**src/rtl/dcdir_pkg.sv**
```systemverilog
// Shared definitions for the directory controller: op codes, entry layout,
// address field positions, FSM state encoding and the tag parity helper.
package dcdir_pkg;

  localparam int IDX_W     = 7;
  localparam int TAG_W     = 20;
  localparam int ENT_W     = 22;
  localparam int VALID_BIT = 21;
  localparam int PAR_BIT   = 20;
  localparam int IDX_LSB   = 5;
  localparam int TAG_LSB   = 12;

  typedef logic [1:0] op_t;
  localparam op_t OP_LOOKUP = 2'b00;
  localparam op_t OP_FILL   = 2'b01;
  localparam op_t OP_INVAL  = 2'b10;
  localparam op_t OP_FLUSH  = 2'b11;

  typedef logic [2:0] state_t;
  localparam state_t ST_INIT  = 3'd0;
  localparam state_t ST_IDLE  = 3'd1;
  localparam state_t ST_RD    = 3'd2;
  localparam state_t ST_CMP   = 3'd3;
  localparam state_t ST_WR    = 3'd4;
  localparam state_t ST_SWEEP = 3'd5;
  localparam state_t ST_RSP   = 3'd6;

  function automatic logic tag_parity(input logic [TAG_W-1:0] tag);
    return ^tag;
  endfunction

endpackage

```
**src/rtl/dcdir_ctl.sv**
```systemverilog
// Directory controller: clears the tag directory after reset, then serves
// LOOKUP/FILL/INVAL/FLUSH_ALL requests. Optional DCDIR_PARITY_EN adds tag parity.
module dcdir_ctl
  import dcdir_pkg::*;
#(
  parameter int LINES = 128
) (
  input  logic             clk,
  input  logic             rst_n,
  input  logic             req_val,
  output logic             req_rdy,
  input  logic [1:0]       req_op,
  input  logic [31:0]      req_adr,
  output logic             rsp_val,
  output logic             rsp_hit,
  output logic             rsp_perr,
  output logic [IDX_W-1:0] dir_rd_adr,
  input  logic [ENT_W-1:0] dir_rd_dat,
  output logic [3:0]       dir_wr_en,
  output logic [IDX_W-1:0] dir_wr_adr,
  output logic [ENT_W-1:0] dir_wr_dat
);

  localparam logic [IDX_W-1:0] LAST_IDX = IDX_W'(LINES - 1);

  state_t           state, state_nxt;
  logic [IDX_W-1:0] cnt;
  logic [IDX_W-1:0] idx_q;
  logic [TAG_W-1:0] tag_q;
  op_t              op_q;
  logic             armed;
  logic             hit_q;
  logic             perr_q;

  logic rd_valid, rd_tag_eq, rd_perr, rd_hit, cmp_wr, wr_par, wr_cyc;
  logic [IDX_W-1:0] adr_mux;

  assign rd_valid  = dir_rd_dat[VALID_BIT];
  assign rd_tag_eq = (dir_rd_dat[TAG_W-1:0] == tag_q);

`ifdef DCDIR_PARITY_EN
  logic unused_bits;
  assign unused_bits = ^req_adr[IDX_LSB-1:0];
  assign rd_perr     = rd_valid && (dir_rd_dat[PAR_BIT] != tag_parity(dir_rd_dat[TAG_W-1:0]));
  assign wr_par      = tag_parity(tag_q);
`else
  logic unused_bits;
  assign unused_bits = ^{req_adr[IDX_LSB-1:0], dir_rd_dat[PAR_BIT]};
  assign rd_perr     = 1'b0;
  assign wr_par      = 1'b0;
`endif

  assign rd_hit = rd_valid && rd_tag_eq && !rd_perr;
  // A corrupt entry, or an INVAL that hit, needs a clearing write before responding.
  assign cmp_wr = rd_perr || (op_q == OP_INVAL && rd_hit);

  always_comb begin
    // NOTE: default first so every path assigns state_nxt and no latch is inferred.
    state_nxt = state;
    case (state)
      ST_INIT:  if (armed && cnt == LAST_IDX) state_nxt = ST_IDLE;
      ST_IDLE: begin
        if (req_val) begin
          case (req_op)
            OP_LOOKUP, OP_INVAL: state_nxt = ST_RD;
            OP_FILL:             state_nxt = ST_WR;
            default:             state_nxt = ST_SWEEP;
          endcase
        end
      end
      ST_RD:    state_nxt = ST_CMP;
      ST_CMP:   state_nxt = cmp_wr ? ST_WR : ST_IDLE;
      ST_WR:    state_nxt = ST_RSP;
      ST_SWEEP: if (cnt == LAST_IDX) state_nxt = ST_RSP;
      ST_RSP:   state_nxt = ST_IDLE;
      default:  state_nxt = ST_INIT;
    endcase
  end

  // NOTE: sequential state uses non-blocking assignments only.
  always_ff @(posedge clk or negedge rst_n) begin
    if (!rst_n) begin
      state  <= ST_INIT;
      cnt    <= '0;
      idx_q  <= '0;
      tag_q  <= '0;
      op_q   <= OP_LOOKUP;
      armed  <= 1'b0;
      hit_q  <= 1'b0;
      perr_q <= 1'b0;
    end else begin
      state <= state_nxt;
      case (state)
        ST_INIT: begin
          // The first cycle out of reset only arms the clear; writes start next cycle.
          if (!armed)                armed <= 1'b1;
          else if (cnt != LAST_IDX) cnt   <= cnt + 1'b1;
        end
        ST_IDLE: begin
          if (req_val) begin
            op_q   <= req_op;
            idx_q  <= req_adr[IDX_LSB +: IDX_W];
            tag_q  <= req_adr[TAG_LSB +: TAG_W];
            hit_q  <= 1'b0;
            perr_q <= 1'b0;
            cnt    <= '0;
          end
        end
        ST_CMP: begin
          hit_q  <= rd_hit;
          perr_q <= rd_perr;
        end
        ST_SWEEP: if (cnt != LAST_IDX) cnt <= cnt + 1'b1;
        default: ;
      endcase
    end
  end

  // Reads and writes share one address so single-port directories work unchanged.
  assign wr_cyc     = (state == ST_INIT && armed) || state == ST_SWEEP || state == ST_WR;
  assign adr_mux    = (state == ST_INIT || state == ST_SWEEP) ? cnt : idx_q;
  assign dir_rd_adr = adr_mux;
  assign dir_wr_adr = adr_mux;
  assign dir_wr_en  = wr_cyc ? 4'b1111 : 4'b0000;
  assign dir_wr_dat = (state == ST_WR && op_q == OP_FILL) ? {1'b1, wr_par, tag_q} : '0;

  assign req_rdy  = (state == ST_IDLE);
  assign rsp_val  = (state == ST_RSP) || (state == ST_CMP && !cmp_wr);
  assign rsp_hit  = (state == ST_RSP) ? hit_q : (state == ST_CMP && !cmp_wr && rd_hit);
  assign rsp_perr = (state == ST_RSP) && perr_q;

endmodule
```
**config.mk**
```make
export PLATFORM = sky130hd
export DESIGN_NAME = dcdir_ctl
export DESIGN_NICKNAME = d
export VERILOG_FILES = /design/src/rtl/dcdir_pkg.sv /design/src/rtl/dcdir_ctl.sv
export SDC_FILE = /design/constraint.sdc
export NUM_CORES = 1
export LEC_CHECK = 0
export ABC_AREA = 1
export CAP_MARGIN = 25
export CORE_UTILIZATION = 44
export DETAILED_ROUTE_END_ITERATION = 7
export GPL_TIMING_DRIVEN = 0
export PLACE_DENSITY = 0.81
export SYNTH_ARGS = -nofsm -noshare
export SYNTH_HDL_FRONTEND = slang
export SYNTH_SLANG_ARGS = --single-unit
```
**constraint.sdc**
```tcl
create_clock -name clk -period 1.9 [get_ports clk]
set_input_delay 0.38 -clock clk [delete_from_list [all_inputs] [get_ports clk]]
set_output_delay 0.38 -clock clk [all_outputs]
set_load 0.02 [all_outputs]
```
==> results by group <==
Final layout
  – Multi-input gate area: 1425 um^2
  – Sequential cell area: 1030 um^2
  – Layout cells sized above 1: 0.4101
  – Layout area overhead: 70.25%
  – Filler cells: 376
  – Post-route insts no fill: 545
  – Finished Core Util: 0.7805
  – Nets: 532
  – Diode count: 0

Placement
  – Port Buffer Count: 94
  – Post-Place Setup Slack: -0.8433 ns
  – Dpl cells: 508
  – Detail Placement HPWL: 5.052 mm
  – Placer Congestion: 0.8500

Floorplanning
  – Die area: 6080 um^2
  – Die height: 77.98 um
  – Core Area: 5540 um^2
  – Row count: 27
  – # IOs: 103
  – Chip width: 77.98 um
  – Starting Density: 0.4584

STA
  – Setup WS post-layout: -0.3091 ns
  – Fin crit period: 2.209 ns
  – Maximum clock frequency: 0.4527 GHz
  – Crit share post-route: 1.163
  – Final count of negative-setup-slack endpoints: 40
  – Final hold violations: 12
  – Setup_tns: -8.744 ns
  – Hold WS: -0.009869 ns
  – Clock skew: 0.01323 ns
  – RSZ-0062 raised after global routing: true
  – Final Max Tran Viols: 0

Setup path
  – Worst setup EP type: output port
  – Delay of the slowest critical-path stage: 0.44 ns
  – Required time worst endpoint: 1.52 ns
  – Worst-path cell chain: buf_6, nor2_4, nand2_4, nand2_8, buf_8, nor2_4, a21oi_2, buf_4, buf_6
  – Critical Path Start Type: flip-flop
  – Arr. time, crit path: 1.83 ns
  – CP Class: reg2out
  – Reg-to-Reg Start: cnt[0]$_DFFE_PN0P_
  – CP Max Fanout: 6
  – Setup crit start: state[1]$_DFFE_PN0P_
  – Critical path's slowest cell: dfrtp_2

Status
  – Failing checks: negative hold slack, negative setup slack
  – Status: finished, violations left

CTS
  – Post-cts hold buffer count: 0
  – TritonCTS clock tree: built
  – H-tree depth: 2
  – Worst-Skew Late Latency: 0.31 ns
  – Clock Root Buffer: clkbuf_8
  – Clk slew on worst S/H paths: 0.09 ns
  – Max Root-Sink Buffers: 2
  – Num Clock Sinks: 41
  – CTS Buf Count: 5

Power
  – Clock group share of total power: 0.395
  – Pint: 1.299 mW
  – Peak VDD IR: 0.0003201 V
  – Flop pwr share: 0.510
  – Static leakage: 2.242 nW
  – Power Total: 1.709 mW
  – P_sw: 0.4104 mW
  – Combinational Power Share: 0.095
  – Sw Ratio: 0.2401
  – Pwr dens: 395.2 nW/um^2

Global route
  – Total GRT Usage: 0.2494
  – Overflow after GRT: 0
  – Vias in the first global route: 2,536
  – Initial antenna violation count: 0
  – Pin count of the biggest net entering global routing: 27
  – First-pass GRT wire length: 11.59 mm

Synthesis
  – Flop and latch count out of synthesis: 41
  – Warnings from Yosys: 0
  – Mapped Area: 2540 um^2
  – Post-synthesis cell count: 340
  – Seq/Total Area, Yosys: 0.4039
  – Mean Syn Cell Area: 7.470 um^2
  – Distinct cells, synth: 35

Routing
  – Met2 WL: 4.023 mm
  – Routed len/inst: 14.48 um
  – Met1 WL: 3.279 mm
  – Routed WL: 7.894 mm
  – DR vias/cell: 4.950
  – Via count: 2,698
  – Max Used Layer: met4
  – DRT Pass-1 Iters: 4
  – # DRC: 0
  – Violation count after the first detailed-routing iteration: 148
  – Met3 wire length: 358 um
  – Antenna viol nets, final: 0

Min path
  – Worst min-delay path class: in2async

Run
  – Max_cap viols: 0
[layout make-up]
| cell class | count | area share |
|---|---|---|
| Sequential cell | 41 | 0.2381 |
| Clock inverter | 1 | 0.001157 |
| Tap cell | 72 | 0.02083 |
| Clock buffer | 7 | 0.02228 |
| Multi-Input combinational cell | 224 | 0.3296 |
| Buffer | 20 | 0.04890 |
| Timing Repair Buffer | 125 | 0.2885 |
| Inverter | 55 | 0.05064 |
[path summary, 6_finish.rpt]
| check | to | slack (ns) | depth (start not counted) |
|---|---|---|---|
| max in group asynchronous | state[2]$_DFFE_PN0P_ | 1.42 | 2 |
| hold reg to reg | op_q[0]$_DFFE_PN0P_ | 0.50 | 2 |
| hold / removal | tag_q[16]$_DFFE_PN0P_ | -0.01 | 1 |
| setup reg to reg | state[0]$_DFFE_PN0P_ | 0.12 | 9 |
| min in group clk | op_q[0]$_DFFE_PN0P_ | 0.50 | 2 |
| setup / recovery | dir_wr_adr[1] | -0.31 | 9 |
[kinds of logic after synthesis]
kind of cell	share of synthesized area
AO/OA/AOI/OAI	0.1044
buffers and inverters	0.1497
other	0.001476
XOR/XNOR	0.01380
AND/OR/NAND/NOR	0.2759
adder cells (fa/ha/maj)	0.004925
multiplexers	0.04581
flip-flops	0.4039
[repair_timing]
action	4_1_cts	5_1_grt
gates cloned	1	2
setup buffers	11	17
endpoints found under the setup margin	42	42
pin swaps	26	19
gates resized for setup	297	68
[cell usage in the layout, fill, tap and decap left out, drive strengths merged, types with 2 or more instances in the layout]
cell type	count
mux2	9
inv	55
o21ai	11
nor3	4
o31ai	2
dlygate4sd2	19
buf	92
nor2	64
nand2	78
clkdlybuf4s50	31
or2	2
xor2	3
nand4	3
clkbuf	9
nand3	10
dfrtp	41
a21oi	29
conb	2
[state kept, by name (all words and copies together) (netlist names)]
register  flops
armed         1
cnt           7
hit_q         1
idx_q         7
op_q          2
state         3
tag_q        20
[stage by stage]
step                hold slack [ns]  cell area (um^2)
floorplan                   0.08441              2597
global placement             0.4588              3628
detailed placement           0.3318              3643
CTS                        0.003945              3926
global route                0.01381              4324
finish                    -0.009869              4324
[cell usage after synthesis (all sizes together)]
| library cell | count | share of area |
|---|---|---|
| nand2 | 78 | 0.13 |
| nor2 | 64 | 0.10 |
| inv | 54 | 0.080 |
| dfrtp | 41 | 0.40 |
| a21oi | 29 | 0.062 |
| buf | 21 | 0.066 |
| o21ai | 11 | 0.022 |
| nand3 | 10 | 0.020 |
| mux2 | 9 | 0.046 |
| nor3 | 4 | 0.0099 |
| nand4 | 3 | 0.0074 |
| xor2 | 3 | 0.010 |
| o31ai | 2 | 0.0079 |
| or2 | 2 | 0.0049 |
| a31oi | 1 | 0.0025 |
| clkinv | 1 | 0.0034 |
| conb | 1 | 0.0015 |
| ha | 1 | 0.0049 |
| nor4 | 1 | 0.0025 |
| o211ai | 1 | 0.0030 |
| o21a | 1 | 0.0030 |
| o22ai | 1 | 0.0049 |
| xnor2 | 1 | 0.0034 |
[worst max-delay path, delay by kind of cell (launching register included)]
family                 cells  cell delay [ns]
buffers and inverters      4             0.53
flip-flops                 1             0.44
AND/OR/NAND/NOR            4             0.36
AO/OA/AOI/OAI              1             0.17
[power by group through the flow]
| stage | combinational, mW | clock (mW) | sequential (mW) |
|---|---|---|---|
| after floorplan | 0.0328 | 0 | 0.889 |
| after global placement | 0.169 | 0 | 0.889 |
| after detailed placement | 0.175 | 0 | 0.889 |
| after CTS | 0.164 | 0.666 | 0.872 |
| after global routing | 0.178 | 0.702 | 0.872 |
| final | 0.163 | 0.675 | 0.872 |
[routing by layer]
metal	GRT usage	vias to the layer above
li1	-	1298
met1	0.2987	1285
met2	0.4283	91
met3	0.05176	24
met4	0.1148	0
met5	0	-
Note: power is estimated with default switching activity, not from simulation.
